==> src/rtl/uart_cmd_wrapper.sv <==
// ---------------------------------------------------------------------------
// uart_cmd_wrapper
//   Command-side serial front end. Receives 8N1 UART bytes on RX, pairs them
//   (high byte first, then low byte) into a 16-bit command, and serializes a
//   single response byte back out on TX.
//
// Ports
//   clk          system clock
//   rst_n        asynchronous active-low reset
//   RX           serial input, idles high, asynchronous to clk
//   TX           serial output, idles high
//   cmd[15:0]    assembled command {high byte, low byte}
//   cmd_rdy      command valid, held until clr_cmd_rdy or next high byte
//   clr_cmd_rdy  consumer acknowledge, clears cmd_rdy
//   resp[7:0]    response byte to transmit
//   trmt         one-cycle pulse starting transmission of resp
//   tx_done      set when the stop bit completes, held until next trmt
//
// Parameters
//   BAUD_CLKS     clocks per bit period (>= 16)
//   TIMEOUT_CLKS  inter-byte timeout in clocks
//
// Build option
//   CMD_TIMEOUT_EN  when defined, an assembly that sits with only the high
//                   byte for TIMEOUT_CLKS clocks drops it and waits for a
//                   fresh high byte. When undefined, it waits indefinitely.
// ---------------------------------------------------------------------------
module uart_cmd_wrapper #(
    parameter int unsigned BAUD_CLKS    = 5208,
    parameter int unsigned TIMEOUT_CLKS = 1 << 20
) (
    input  logic        clk,
    input  logic        rst_n,
    input  logic        RX,
    output logic        TX,
    output logic [15:0] cmd,
    output logic        cmd_rdy,
    input  logic        clr_cmd_rdy,
    input  logic [7:0]  resp,
    input  logic        trmt,
    output logic        tx_done
);

    localparam int unsigned   BW        = $clog2(BAUD_CLKS);
    localparam logic [BW-1:0] BAUD_LAST = BW'(BAUD_CLKS - 1);
    localparam logic [BW-1:0] HALF_LAST = BW'(BAUD_CLKS / 2 - 1);

    // -----------------------------------------------------------------------
    // RX synchronizer: two metastability flops plus one edge-detect flop,
    // all preset high so reset never looks like a start bit.
    // -----------------------------------------------------------------------
    logic rx_meta_q, rx_sync_q, rx_prev_q;
    logic rx_fall;

    always_ff @(posedge clk or negedge rst_n) begin
        if (!rst_n) begin
            rx_meta_q <= 1'b1;
            rx_sync_q <= 1'b1;
            rx_prev_q <= 1'b1;
        end else begin
            rx_meta_q <= RX;
            rx_sync_q <= rx_meta_q;
            rx_prev_q <= rx_sync_q;
        end
    end

    assign rx_fall = rx_prev_q & ~rx_sync_q;

    // -----------------------------------------------------------------------
    // RX FSM
    // -----------------------------------------------------------------------
    typedef enum logic [1:0] {RX_IDLE, RX_START, RX_DATA, RX_STOP} rx_state_e;

    rx_state_e     rx_state_q;
    logic [BW-1:0] rx_baud_q;
    logic [3:0]    rx_bit_q;
    logic [7:0]    rx_shift_q;
    logic [7:0]    rx_byte_q;
    logic          rx_rdy_q;

    always_ff @(posedge clk or negedge rst_n) begin
        if (!rst_n) begin
            rx_state_q <= RX_IDLE;
            rx_baud_q  <= '0;
            rx_bit_q   <= '0;
            rx_shift_q <= '0;
            rx_byte_q  <= '0;
            rx_rdy_q   <= 1'b0;
        end else begin
            rx_rdy_q <= 1'b0;
            case (rx_state_q)
                RX_IDLE: begin
                    if (rx_fall) begin
                        rx_state_q <= RX_START;
                        rx_baud_q  <= '0;
                    end
                end
                RX_START: begin
                    // Mid-start-bit re-check rejects short glitches.
                    if (rx_baud_q == HALF_LAST) begin
                        rx_baud_q  <= '0;
                        rx_bit_q   <= '0;
                        rx_state_q <= rx_sync_q ? RX_IDLE : RX_DATA;
                    end else begin
                        rx_baud_q <= rx_baud_q + 1'b1;
                    end
                end
                RX_DATA: begin
                    if (rx_baud_q == BAUD_LAST) begin
                        rx_baud_q  <= '0;
                        rx_shift_q <= {rx_sync_q, rx_shift_q[7:1]};
                        rx_bit_q   <= rx_bit_q + 1'b1;
                        if (rx_bit_q == 4'd7) begin
                            rx_state_q <= RX_STOP;
                        end
                    end else begin
                        rx_baud_q <= rx_baud_q + 1'b1;
                    end
                end
                RX_STOP: begin
                    if (rx_baud_q == BAUD_LAST) begin
                        rx_baud_q  <= '0;
                        rx_state_q <= RX_IDLE;
                        // A low stop bit is a framing error: byte dropped.
                        if (rx_sync_q) begin
                            rx_rdy_q  <= 1'b1;
                            rx_byte_q <= rx_shift_q;
                        end
                    end else begin
                        rx_baud_q <= rx_baud_q + 1'b1;
                    end
                end
                default: rx_state_q <= RX_IDLE;
            endcase
        end
    end

    // -----------------------------------------------------------------------
    // Command assembly
    // -----------------------------------------------------------------------
    typedef enum logic {A_WAIT_HI, A_WAIT_LO} asm_state_e;

    asm_state_e asm_state_q;
    logic [7:0] hi_q;
    logic [15:0] cmd_q;
    logic       cmd_rdy_q;
    logic       to_expire;

`ifdef CMD_TIMEOUT_EN
    localparam int unsigned   TW      = $clog2(TIMEOUT_CLKS);
    localparam logic [TW-1:0] TO_LAST = TW'(TIMEOUT_CLKS - 1);

    logic [TW-1:0] to_cnt_q;

    assign to_expire = (asm_state_q == A_WAIT_LO) && (to_cnt_q == TO_LAST);

    always_ff @(posedge clk or negedge rst_n) begin
        if (!rst_n) begin
            to_cnt_q <= '0;
        end else if (rx_rdy_q || (asm_state_q != A_WAIT_LO) || to_expire) begin
            to_cnt_q <= '0;
        end else begin
            to_cnt_q <= to_cnt_q + 1'b1;
        end
    end
`else
    assign to_expire = 1'b0;
`endif

    always_ff @(posedge clk or negedge rst_n) begin
        if (!rst_n) begin
            asm_state_q <= A_WAIT_HI;
            hi_q        <= '0;
            cmd_q       <= '0;
            cmd_rdy_q   <= 1'b0;
        end else if (rx_rdy_q) begin
            // Byte acceptance takes priority over clr_cmd_rdy so a command
            // completing in the same cycle as an acknowledge is not lost.
            if (asm_state_q == A_WAIT_HI) begin
                hi_q        <= rx_byte_q;
                cmd_rdy_q   <= 1'b0;
                asm_state_q <= A_WAIT_LO;
            end else begin
                cmd_q       <= {hi_q, rx_byte_q};
                cmd_rdy_q   <= 1'b1;
                asm_state_q <= A_WAIT_HI;
            end
        end else begin
            if (clr_cmd_rdy) begin
                cmd_rdy_q <= 1'b0;
            end
            if (to_expire) begin
                asm_state_q <= A_WAIT_HI;
            end
        end
    end

    assign cmd     = cmd_q;
    assign cmd_rdy = cmd_rdy_q;

    // -----------------------------------------------------------------------
    // TX FSM. The shift register back-fills with ones, so its LSB is the
    // line level both while idle and during the frame.
    // -----------------------------------------------------------------------
    typedef enum logic {TX_IDLE, TX_XMIT} tx_state_e;

    tx_state_e     tx_state_q;
    logic [9:0]    tx_shift_q;
    logic [BW-1:0] tx_baud_q;
    logic [3:0]    tx_bit_q;
    logic          tx_done_q;

    always_ff @(posedge clk or negedge rst_n) begin
        if (!rst_n) begin
            tx_state_q <= TX_IDLE;
            tx_shift_q <= '1;
            tx_baud_q  <= '0;
            tx_bit_q   <= '0;
            tx_done_q  <= 1'b0;
        end else begin
            case (tx_state_q)
                TX_IDLE: begin
                    if (trmt) begin
                        tx_shift_q <= {1'b1, resp, 1'b0};
                        tx_done_q  <= 1'b0;
                        tx_baud_q  <= '0;
                        tx_bit_q   <= '0;
                        tx_state_q <= TX_XMIT;
                    end
                end
                TX_XMIT: begin
                    if (tx_baud_q == BAUD_LAST) begin
                        tx_baud_q  <= '0;
                        tx_shift_q <= {1'b1, tx_shift_q[9:1]};
                        tx_bit_q   <= tx_bit_q + 1'b1;
                        if (tx_bit_q == 4'd9) begin
                            tx_state_q <= TX_IDLE;
                            tx_done_q  <= 1'b1;
                        end
                    end else begin
                        tx_baud_q <= tx_baud_q + 1'b1;
                    end
                end
                default: tx_state_q <= TX_IDLE;
            endcase
        end
    end

    assign TX      = tx_shift_q[0];
    assign tx_done = tx_done_q;

endmodule

==> config.mk <==
export PLATFORM = sky130hd
export DESIGN_NAME = uart_cmd_wrapper
export DESIGN_NICKNAME = d
export VERILOG_FILES = /design/src/rtl/uart_cmd_wrapper.sv
export SDC_FILE = /design/constraint.sdc
export NUM_CORES = 1
export LEC_CHECK = 0
export BUFFER_PORTS_ARGS = -buffer_cell sky130_fd_sc_hd__buf_2
export CAP_MARGIN = 5
export CORE_ASPECT_RATIO = 1.4
export CORE_UTILIZATION = 55
export DETAILED_ROUTE_END_ITERATION = 8
export PLACE_DENSITY_LB_ADDON = 0.3
export SLEW_MARGIN = 20
export SYNTH_ARGS = -nofsm -noshare
export SYNTH_HDL_FRONTEND = slang
export SYNTH_SLANG_ARGS = --single-unit
==> constraint.sdc <==
create_clock -name clk -period 2.55 [get_ports clk]
set_input_delay 0.1275 -clock clk [delete_from_list [all_inputs] [get_ports clk]]
set_output_delay 0.1275 -clock clk [all_outputs]
set_load 0.01 [all_outputs]
==> summary.txt <==
Timing
  • Worst hold slack: around 46 ps
  • Final period util: 90.8%
  • Final Skew: 7.40 ps
  • Final setup TNS: 0 ps
  • Tmin final: 2310 ps
  • Endpoints failing hold: 0
  • RSZ-0062 raised after global routing: no
  • Final Setup Violations: 0
  • Worst-margin pin slew: roughly 920 ps
  • Max Slew Vio Count: 0
  • Rel. slew slack: 38.5%
  • Fmax: roughly 430 MHz

Setup path
  • Crit path required time: 2780 ps
  • Worst setup SP type: register
  • Critical path class: reg2reg
  • Crit. End Element: register
  • WP data arrival: 2540 ps
  • Critical Path Fanout Max: 22
  • Reg2reg path depth: 7
  • CP max-delay cell: a22o_1
  • Crit path cell chain: ha_1, nor3b_2, nand4_1, a22o_1, buf_4, a41oi_1, a31oi_1
  • CP max stage delay: 520 ps

Floorplanning
  • Die H: 106 µm
  • Core region area: 7410 µm²
  • Initial core utilization: between 50% and 60%
  • Die Width: around 76 µm
  • IO Count: 32
  • Die Area: 8050 µm²
  • FP Rows: 37

Placement
  • GPL Wtd Cong: between 0.8 and 0.9
  • Placed cell area: between 4000 and 5000 µm²
  • Final HPWL DP: 5060 µm
  • Port-buffer cells: 31

GRT
  • Overflow after GRT: 0
  • First-pass GRT wire length: 12600 µm
  • Largest net degree at the start of global routing: 49
  • Met3 Use GR: 2.34%
  • Met2 usage: roughly a third
  • Vias in the first global route: 2797
  • Initial antenna violation count: 0
  • Gr busiest metal: met2
  • GRT Util Overall: 19.6%
  • Met1 usage in global routing: 22.9%

Clock network
  • Clock Pin Slew Worst Setup and Hold Paths: 80 ps
  • Post-CTS Resized: 0
  • Root Driver: clkbuf_8
  • CTS tree: done
  • CTS sink cnt: 93
  • Max Root-Sink Buffers: 2
  • Clk_lat worst skew: about 360 ps
  • Post-CTS Setup Bufs: 0
  • H-Tree Depth: 3
  • Hold Buf Count CTS: 5
  • Cts bufs inserted: 9

Route
  • # DRC: 0
  • Via count: 2864
  • Drt wl/cell: 14.4 µm
  • DRT Pass-1 Iters: 4
  • Vias per std cell: 5.68
  • Drt total wl: 7270 µm
  • Antenna viol nets, final: 0
  • Number of DRC markers in iteration 0: 140

Power
  • Combinational Power Share: between 10% and 20%
  • Pwr dens: 684 nW/µm²
  • Sw Share: between 20% and 30%
  • LEAKAGE: 2.26 nW
  • P_int: 0.00229 W
  • Peak VDD IR: approximately 0.35 mV
  • Power share of the sequential group: a little under three fifths
  • Clock power frac: 29.7%
  • Sw power: 0.000933 W
  • Power, Total: around 0.0032 W

Yosys
  • Synth top area share: 47.9%
  • Synth top area cells: dfrtp_1 48%, dfstp_2 7.5%, mux2_2 6.4%
  • Seq cells post-synth: 93
  • Seq/Total Area, Yosys: 55.4%
  • Syn_nets: 387
  • Ys Warns: 0
  • Synthesized netlist cell count: 369
  • Mapped Area: 4230 µm²
  • Distinct cells, synth: between 50 and 60
  • Syn_area_per_cell: 11.5 µm²
  • Yosys top cell by area: dfrtp_1

Final layout
  • Diode count: 0
  • Post-route cell area: 4700 µm²
  • Most common cell after layout, fill and taps aside: dfrtp_1
  • Most frequent cells in the layout: 81 x dfrtp_1, 38 x nand2_1, 30 x o21ai_1, 30 x buf_2, 24 x mux2_2
  • Area delta synth->final: 11.2%
  • Nets: roughly 420
  • Ratio of cells with drive above 1 in the final layout: a little under a quarter

Worst hold path
  • Hold Path Depth: 3
  • Tightest Hold Check Type: in2reg

Outcome
  • Outcome: finished, final reports clean

Flow run
  • Max_cap viols: 0
-- cells by family after synthesis --
logic type	Yosys count	share of synthesized area [%]
AND/OR/NAND/NOR	121	16.1
multiplexers	47	12.3
adder cells (fa/ha/maj)	5	1.48
buffers and inverters	24	2.69
flip-flops	93	55.4
XOR/XNOR	8	1.66
AO/OA/AOI/OAI	71	10.4
-- per-stage QoR --
step                      setup slack (ps)  cells  utilization (%)
after floorplan                        685    369                -
final                                  235    504             63.5
after CTS                              286    504             63.5
after detailed placement               304    484             60.3
after global routing                  38.9    504             63.5
after global placement                 385    484             60.3
-- cell type report --
type,instances,area (µm²)
fillers,595,2700
flip-flops and latches,93,2340
multi-input cells,252,1770
repair buffers,40,250
clock buffers,11,141
well taps,97,121
clock inverters,4,48.8
inverters,7,26.3
-- worst max-delay path, delay by kind of cell, from the launching register on --
kind / cells / cell delay, ps
buffers and inverters: 1 / 260
flip-flops: 1 / 440
AO/OA/AOI/OAI: 3 / 800
AND/OR/NAND/NOR: 2 / 400
adder cells (fa/ha/maj): 1 / 280
-- metal layers --
metal / routed length [µm] / share of wire [%] / vias up
li1: - / - / 1397
met1: 3220 / 44 / 1422
met2: 3800 / 52 / 34
met3: 134 / 1.8 / 11
met4: 122 / 1.7 / 0
met5: 0 / 0 / -
-- cells in the mapped netlist (all sizes together) --
| library cell | instances |
|---|---|
| and2 | 1 |
| a22o | 3 |
| dfstp | 12 |
| a21oi | 8 |
| xor2 | 5 |
| nor4bb | 2 |
| nor4 | 2 |
| o21ai | 32 |
| nor2b | 3 |
| a211o | 1 |
| buf | 10 |
| nand3 | 15 |
| mux2i | 8 |
| or3b | 1 |
| nor3b | 3 |
| o31ai | 3 |
| a21boi | 1 |
| and3 | 5 |
| nand2b | 4 |
| nor4b | 1 |
| nand4b | 1 |
| nor3 | 7 |
| or2 | 1 |
| inv | 7 |
| xnor2 | 3 |
| a21o | 2 |
| a2111oi | 1 |
| nand4bb | 1 |
| a31oi | 12 |
| mux2 | 39 |
| nand4 | 8 |
| clkbuf | 7 |
| nor2 | 21 |
| and4b | 1 |
| dfrtp | 81 |
| a211oi | 1 |
| and4bb | 3 |
| a41oi | 3 |
| or4 | 2 |
| o22ai | 2 |
| ha | 5 |
| nand3b | 1 |
| nand2 | 38 |
| o41ai | 2 |
-- state kept, by name (all words and copies together), names as in the netlist, named ones only --
signal	flops
cmd	16
rx_baud_q	13
tx_baud_q	13
tx_shift_q	9
hi_q	8
rx_byte_q	8
rx_shift_q	8
rx_bit_q	4
tx_bit_q	4
asm_state_q	1
cmd_rdy	1
rx_meta_q	1
rx_prev_q	1
rx_rdy_q	1
rx_state_q	1
rx_sync_q	1
tx_done	1
tx_state_q	1
-- path summary, 6_finish.rpt --
kind | startpoint | end | slack [ps]
max | rx_baud_q[0] | rx_baud_q[3] | 240
min | resp[5] | tx_shift_q[6] | 50
max reg2reg | rx_baud_q[0] | rx_baud_q[3] | 240
min reg2reg | rx_meta_q | rx_sync_q | 360
max in group asynchronous | rst_n | rx_sync_q | 1530
min in group asynchronous | rst_n | tx_bit_q[0] | 330
-- power by group through the flow --
stage	combinational [W]	clock [W]	sequential [W]
2_1_floorplan	0.000393	0	0.00174
3_3_place_gp	0.000440	0	0.00180
3_5_place_dp	0.000464	0	0.00182
4_1_cts	0.000474	0.000984	0.00179
5_1_grt	0.000525	0.00104	0.00182
6_report	0.000470	0.000955	0.00179
Note: power is estimated with default switching activity, not from simulation.
